`src/rtl/mips_enc_pkg.sv`:
```
// mips_enc_pkg: op enum, opcode/funct constants and instruction field positions for the MIPS encoder
package mips_enc_pkg;
  typedef enum logic [2:0] {OP_ADD, OP_AND, OP_OR, OP_NOR, OP_SLL, OP_SRL, OP_ADDI, OP_ILL} op_e;
  localparam logic [5:0] OPC_RTYPE = 6'b000000;
  localparam logic [5:0] OPC_ADDI  = 6'b001000;
  localparam logic [5:0] FN_ADD    = 6'b100000;
  localparam logic [5:0] FN_AND    = 6'b100100;
  localparam logic [5:0] FN_OR     = 6'b100101;
  localparam logic [5:0] FN_NOR    = 6'b100111;
  localparam logic [5:0] FN_SLL    = 6'b000000;
  localparam logic [5:0] FN_SRL    = 6'b000010;
  localparam int OPC_LSB = 26;
  localparam int RS_LSB  = 21;
  localparam int RT_LSB  = 16;
  localparam int RD_LSB  = 11;
  localparam int SH_LSB  = 6;
endpackage

```
`src/rtl/mips_inst_encoder_if.sv`:
```
// mips_inst_encoder_if: request (in_*) and response (out_*) handshake bus; master drives requests, slave is the encoder
interface mips_inst_encoder_if;
  import mips_enc_pkg::*;
  logic        in_valid;
  logic        in_ready;
  op_e         in_op;
  logic [4:0]  in_rs;
  logic [4:0]  in_rt;
  logic [4:0]  in_rd;
  logic [4:0]  in_shamt;
  logic [15:0] in_imm;
  logic        out_valid;
  logic        out_ready;
  logic [31:0] out_instr;
  modport master (output in_valid, in_op, in_rs, in_rt, in_rd, in_shamt, in_imm, out_ready,
                  input in_ready, out_valid, out_instr);
  modport slave  (input in_valid, in_op, in_rs, in_rt, in_rd, in_shamt, in_imm, out_ready,
                  output in_ready, out_valid, out_instr);
endinterface

```
`src/rtl/mips_enc_fifo.sv`:
```
// mips_enc_fifo: DEPTH-entry 32-bit synchronous FIFO; ports clk, rst, push_i, pop_i, wdata_i, rdata_o (0 when empty), level_o, full_o, empty_o
module mips_enc_fifo #(
  parameter int DEPTH = 4
) (
  input  logic                     clk,
  input  logic                     rst,
  input  logic                     push_i,
  input  logic                     pop_i,
  input  logic [31:0]              wdata_i,
  output logic [31:0]              rdata_o,
  output logic [$clog2(DEPTH):0]   level_o,
  output logic                     full_o,
  output logic                     empty_o
);
  localparam int AW = $clog2(DEPTH);
  logic [31:0]   mem_q [DEPTH];
  logic [AW-1:0] wptr_q, rptr_q;
  logic [AW:0]   level_q;
  logic          we, re;
  assign full_o  = level_q == (AW+1)'(DEPTH);
  assign empty_o = level_q == '0;
  assign we      = push_i && !full_o;
  assign re      = pop_i && !empty_o;
  assign level_o = level_q;
  assign rdata_o = empty_o ? '0 : mem_q[rptr_q];
  always_ff @(posedge clk) begin
    if (rst) begin
      wptr_q  <= '0;
      rptr_q  <= '0;
      level_q <= '0;
    end else begin
      wptr_q  <= wptr_q + AW'(we);
      rptr_q  <= rptr_q + AW'(re);
      level_q <= level_q + (AW+1)'(we) - (AW+1)'(re);
    end
  end
  always_ff @(posedge clk) if (we) mem_q[wptr_q] <= wdata_i;
endmodule

```
`src/rtl/mips_inst_encoder.sv`:
```
// mips_inst_encoder: encodes ALU/shift/ADDI requests into MIPS words queued in a FIFO; ports clk, rst, bus (slave), level, err, issued_cnt; macro MIPS_ENC_CNT_EN builds the pop counter
module mips_inst_encoder
  import mips_enc_pkg::*;
#(
  parameter int DEPTH = 4
) (
  input  logic                   clk,
  input  logic                   rst,
  mips_inst_encoder_if.slave     bus,
  output logic [$clog2(DEPTH):0] level,
  output logic                   err,
  output logic [15:0]            issued_cnt
);
  logic [31:0] instr;
  logic [5:0]  fn;
  logic        is_sh, full, empty, accept, push, pop, err_d, err_q;
  always_comb begin
    fn = bus.in_op == OP_AND ? FN_AND :
         bus.in_op == OP_OR  ? FN_OR  :
         bus.in_op == OP_NOR ? FN_NOR :
         bus.in_op == OP_SLL ? FN_SLL :
         bus.in_op == OP_SRL ? FN_SRL : FN_ADD;
    is_sh = bus.in_op == OP_SLL || bus.in_op == OP_SRL;
    instr = bus.in_op == OP_ADDI
      ? (32'(OPC_ADDI) << OPC_LSB) | (32'(bus.in_rs) << RS_LSB) | (32'(bus.in_rt) << RT_LSB) | 32'(bus.in_imm)
      : (32'(OPC_RTYPE) << OPC_LSB) | (32'(is_sh ? 5'd0 : bus.in_rs) << RS_LSB) | (32'(bus.in_rt) << RT_LSB)
        | (32'(bus.in_rd) << RD_LSB) | (32'(is_sh ? bus.in_shamt : 5'd0) << SH_LSB) | 32'(fn);
  end
  assign bus.in_ready  = !full;
  assign bus.out_valid = !empty;
  assign accept = bus.in_valid && !full;
  assign push   = accept && bus.in_op != OP_ILL;
  assign pop    = !empty && bus.out_ready;
  assign err_d  = accept && bus.in_op == OP_ILL;
  assign err    = err_q;
  always_ff @(posedge clk) err_q <= rst ? 1'b0 : err_d;
  mips_enc_fifo #(.DEPTH(DEPTH)) u_fifo (
    .clk     (clk),
    .rst     (rst),
    .push_i  (push),
    .pop_i   (pop),
    .wdata_i (instr),
    .rdata_o (bus.out_instr),
    .level_o (level),
    .full_o  (full),
    .empty_o (empty)
  );
`ifdef MIPS_ENC_CNT_EN
  logic [15:0] cnt_q, cnt_d;
  assign cnt_d      = cnt_q + 16'(pop);
  assign issued_cnt = cnt_q;
  always_ff @(posedge clk) cnt_q <= rst ? '0 : cnt_d;
`else
  assign issued_cnt = '0;
`endif
endmodule

```
`src/flat_wrapper.sv`:
```
// flat-port wrapper written by rule: the top's interface ports become plain ports
module mips_inst_encoder_flat import mips_enc_pkg::*;
#(
  parameter int DEPTH = 4
)
  (clk, rst, level, err, issued_cnt, bus_in_valid, bus_in_op, bus_in_rs, bus_in_rt, bus_in_rd, bus_in_shamt, bus_in_imm, bus_out_ready, bus_in_ready, bus_out_valid, bus_out_instr);
  mips_inst_encoder_if bus_i ();
  input  logic clk;
  input  logic rst;
  output logic [$clog2(DEPTH):0] level;
  output logic err;
  output logic [15:0] issued_cnt;
  input wire logic [$bits(bus_i.in_valid)-1:0] bus_in_valid;
  input wire logic [$bits(bus_i.in_op)-1:0] bus_in_op;
  input wire logic [$bits(bus_i.in_rs)-1:0] bus_in_rs;
  input wire logic [$bits(bus_i.in_rt)-1:0] bus_in_rt;
  input wire logic [$bits(bus_i.in_rd)-1:0] bus_in_rd;
  input wire logic [$bits(bus_i.in_shamt)-1:0] bus_in_shamt;
  input wire logic [$bits(bus_i.in_imm)-1:0] bus_in_imm;
  input wire logic [$bits(bus_i.out_ready)-1:0] bus_out_ready;
  output wire logic [$bits(bus_i.in_ready)-1:0] bus_in_ready;
  output wire logic [$bits(bus_i.out_valid)-1:0] bus_out_valid;
  output wire logic [$bits(bus_i.out_instr)-1:0] bus_out_instr;
  assign bus_i.in_valid = bus_in_valid;
  assign bus_i.in_op = bus_in_op;
  assign bus_i.in_rs = bus_in_rs;
  assign bus_i.in_rt = bus_in_rt;
  assign bus_i.in_rd = bus_in_rd;
  assign bus_i.in_shamt = bus_in_shamt;
  assign bus_i.in_imm = bus_in_imm;
  assign bus_i.out_ready = bus_out_ready;
  assign bus_in_ready = bus_i.in_ready;
  assign bus_out_valid = bus_i.out_valid;
  assign bus_out_instr = bus_i.out_instr;
  mips_inst_encoder #(.DEPTH(DEPTH)) u_core (.clk(clk), .rst(rst), .bus(bus_i), .level(level), .err(err), .issued_cnt(issued_cnt));
endmodule
```
`config.mk`:
```
export PLATFORM = sky130hd
export DESIGN_NAME = mips_inst_encoder_flat
export DESIGN_NICKNAME = d
export VERILOG_FILES = /design/src/rtl/mips_enc_pkg.sv /design/src/rtl/mips_inst_encoder_if.sv /design/src/rtl/mips_enc_fifo.sv /design/src/rtl/mips_inst_encoder.sv /design/src/flat_wrapper.sv
export SDC_FILE = /design/constraint.sdc
export NUM_CORES = 1
export LEC_CHECK = 0
export BUFFER_PORTS_ARGS = -buffer_cell sky130_fd_sc_hd__buf_2
export CORE_MARGIN = 4
export CORE_UTILIZATION = 50
export CTS_CLUSTER_SIZE = 24
export DETAILED_ROUTE_END_ITERATION = 8
export GPL_TIMING_DRIVEN = 0
export PLACE_DENSITY_LB_ADDON = 0.15
export SLEW_MARGIN = 30
export SYNTH_ARGS = -nofsm -noshare
export SYNTH_HDL_FRONTEND = slang
export SYNTH_HIERARCHICAL = 1
export SYNTH_SLANG_ARGS = --single-unit
```
`constraint.sdc`:
```
create_clock -name clk -period 4.8 [get_ports clk]
set_clock_uncertainty 0.15 [all_clocks]
set_input_delay 0.48 -clock clk [delete_from_list [all_inputs] [get_ports clk]]
set_output_delay 0.48 -clock clk [all_outputs]
set_load 0.005 [all_outputs]
```
==> results_dict.tcl <==
set metrics [dict create \
    status "complete, no violations" \
    pwr_density_cell_mw_per_mm2 540 \
    vias 3061 \
    synth.area.top_cells "edfxtp_1, mux4_2, nor2b_1" \
    drt_first_pass_iters 4 \
    ir_drop_v 0.000283 \
    leakagePower_nw 2.73 \
    synthTopCellsByCount "edfxtp_1, nor2b_1, mux4_2" \
    max_freq_mhz 322 \
    drt-total-wl_mm 10.6 \
    htree_levels 4 \
    critPathLaunchType "register" \
    avgSynthCellArea_um2 18.6 \
    cts.sinks 136 \
    start_util_pct 51.8 \
    cp.required_ns 4.95 \
    grt-ovfl-total 0 \
    drv_slew 0 \
    synth.most_common_cell "edfxtp_1" \
    drt_iter0_drc 188 \
    crit_fanout 11 \
    cts_tree "done" \
    crit_path_end_kind "register" \
    fin_nets 502 \
    ys_seq_area_share_pct 70.3 \
    cts_hold_buffers 0 \
    area_growth_pct 26.8 \
    synth_edf_count 128 \
    hpwl_mm 7.06 \
    max-cap-violations 0 \
    critical_path_arrival_ns 3.25 \
    rows 38 \
    rrSetupSlack_ns 1.70 \
    post_cts_resized 0 \
    cts.reportedPaths.clkPinSlew_ns 0.06 \
    ys.flop_type "edfxtp_1" \
    netlist.area_leader.share_pct 67.5 \
    grt_pass1_wl_mm 16.6 \
    grt_max_degree 18 \
    clkLatencyLatePin_ns 0.41 \
    root_buffer "clkbuf_16" \
    worstReg2RegStart "u_core/u_fifo/level_o[1]" \
    num_antenna_cells 0 \
    tightest_slew_ns 0.657 \
    fp.dieW_um 115 \
    min_path_type "in2reg" \
    power_mw 3.90 \
    hp-start "bus_in_rt[2]" \
    core_area_mm2 0.0110 \
    dp.cells 577 \
    worstHoldEndpoint "u_core/u_fifo/mem_q[0][18]" \
    yosys.area.top_type "edfxtp_1" \
    r2r_cells 10 \
    crit_type "reg2reg" \
    drive_gt1_share_pct 41.2 \
    hold_violations 0 \
    reg2reg_to "u_core/u_fifo/level_o[2]" \
    whs_path_depth 1 \
    ios 97 \
    post_cts_buffers 0 \
    ant_nets 0 \
    setup_viol 0 \
    track_usage_pct 17.3 \
    numCtsBuffers 17 \
    first_global_vias 3232 \
    yosysUniqueCellTypes 33 \
    fp.dieH_um 115 \
    synthArstFlopShare_pct 0 \
    period_needed_ns 3.10 \
    antenna_found_initial 0 \
    drc 0 \
    cts_buffer_depth 2 \
    syn_inst 306 \
    ys_ff_latch 136 \
    place_congestion 0.716 \
    io_buffers 80 \
    yosysWarnings 6 \
    period_share_pct 64.6 \
    max_slew_margin_pct 56.0 \
    synth.cell_area_mm2 0.00569 \
    final_cell_count_no_fill 609 \
    rsz0062_at_grt "false" \
    dieArea_mm2 0.0132 \
    wl_per_cell_um 17.4 \
    viasPerCell 5.03 \
]
[stage by stage]
step	setup TNS (ns)	area (µm²)	setup slack (ns)	hold WS, ns	utilization [%]
after floorplan	0	5820	0.791	0.375	-
after global placement	-119.45	6400	-1.37	0.386	58.3
after detailed placement	0	6560	1.68	0.439	59.8
after CTS	0	7220	1.64	0.118	65.7
after global routing	0	7220	1.39	0.124	65.7
final	0	7220	1.70	0.144	65.7
[layer usage]
layer,wire length [µm],track usage [%],vias to the layer above
met1,4190,20.4,1535
met5,0,0,-
met4,175,7.20,0
met2,5650,29.9,80
met3,598,4.76,14
li1,-,-,1432
[power breakdown]
group	internal [mW]	switching [mW]
Combinational	0.481	0.479
Clock	0.969	0.460
Sequential	1.46	0.0490
[worst max-delay path by stage]
stage / from / endpoint / slack, ns / cells past startpoint
after floorplan: bus_in_op[1] / u_core/u_fifo/mem_q[1][0] / 0.79 / 5
after global placement: bus_in_op[1] / u_core/u_fifo/mem_q[1][16] / -1.37 / 6
after detailed placement: u_core/u_fifo/level_o[1] / u_core/u_fifo/level_o[2] / 1.68 / 10
after CTS: u_core/u_fifo/level_o[1] / u_core/u_fifo/level_o[2] / 1.64 / 10
after global routing: u_core/u_fifo/level_o[1] / u_core/u_fifo/level_o[2] / 1.39 / 10
final: u_core/u_fifo/level_o[1] / u_core/u_fifo/level_o[2] / 1.70 / 10
[critical path, stage by stage (launching register included)]
cell and delay, ns:
dfxtp_1 0.37, nor3_2 0.52, clkbuf_1 0.54, nor2b_1 0.14, o31ai_1 0.17, xnor2_1 0.13
ha_1 0.21, fa_1 0.37, xnor2_1 0.19, xnor2_1 0.14, nor2_1 0.05
[kinds of logic after synthesis]
family | share of synthesized area [%]
AO/OA/AOI/OAI | 1.43
XOR/XNOR | 0.923
adder cells (fa/ha/maj) | 0.791
buffers and inverters | 4.15
flip-flops | 70.3
multiplexers | 14.0
other | 0.0659
AND/OR/NAND/NOR | 8.31
[flip-flops by register name, indices dropped and copies added, names as in the netlist]
signal                 count
u_core/err                 1
u_core/u_fifo/level_o      3
u_core/u_fifo/mem_q      128
u_core/u_fifo/rptr_q       2
u_core/u_fifo/wptr_q       2
[area by class of cell]
cell class	instances	area, µm²
inverter	4	15.0
multi-input combinational	170	1600
tap	140	175
clock inverter	14	228
sequential	136	4000
clock buffer	18	429
buffer	31	221
fill	805	3760
timing repair buffer	96	548
[layout by cell type, fill, tap and decap left out, types with 2 or more instances in the layout]
cell and count:
a21boi_1 6, clkbuf_1 5, clkinv_1 3, and2_1 7
buf_6 7, ha_1 2, mux2_4 5, dfxtp_1 8
bufinv_16 6, nor2_1 4, clkinv_4 2, edfxtp_1 128
nand2_1 2, nor2b_1 37, nor3b_2 2, a21oi_1 2
buf_2 86, inv_1 4, clkinv_2 2, nor3_2 2
nand2b_1 11, buf_4 29, xor2_1 2, xnor2_1 4
nand3b_1 5, conb_1 36, clkbuf_16 17, mux4_2 32
Note: power is estimated with default switching activity, not from simulation.
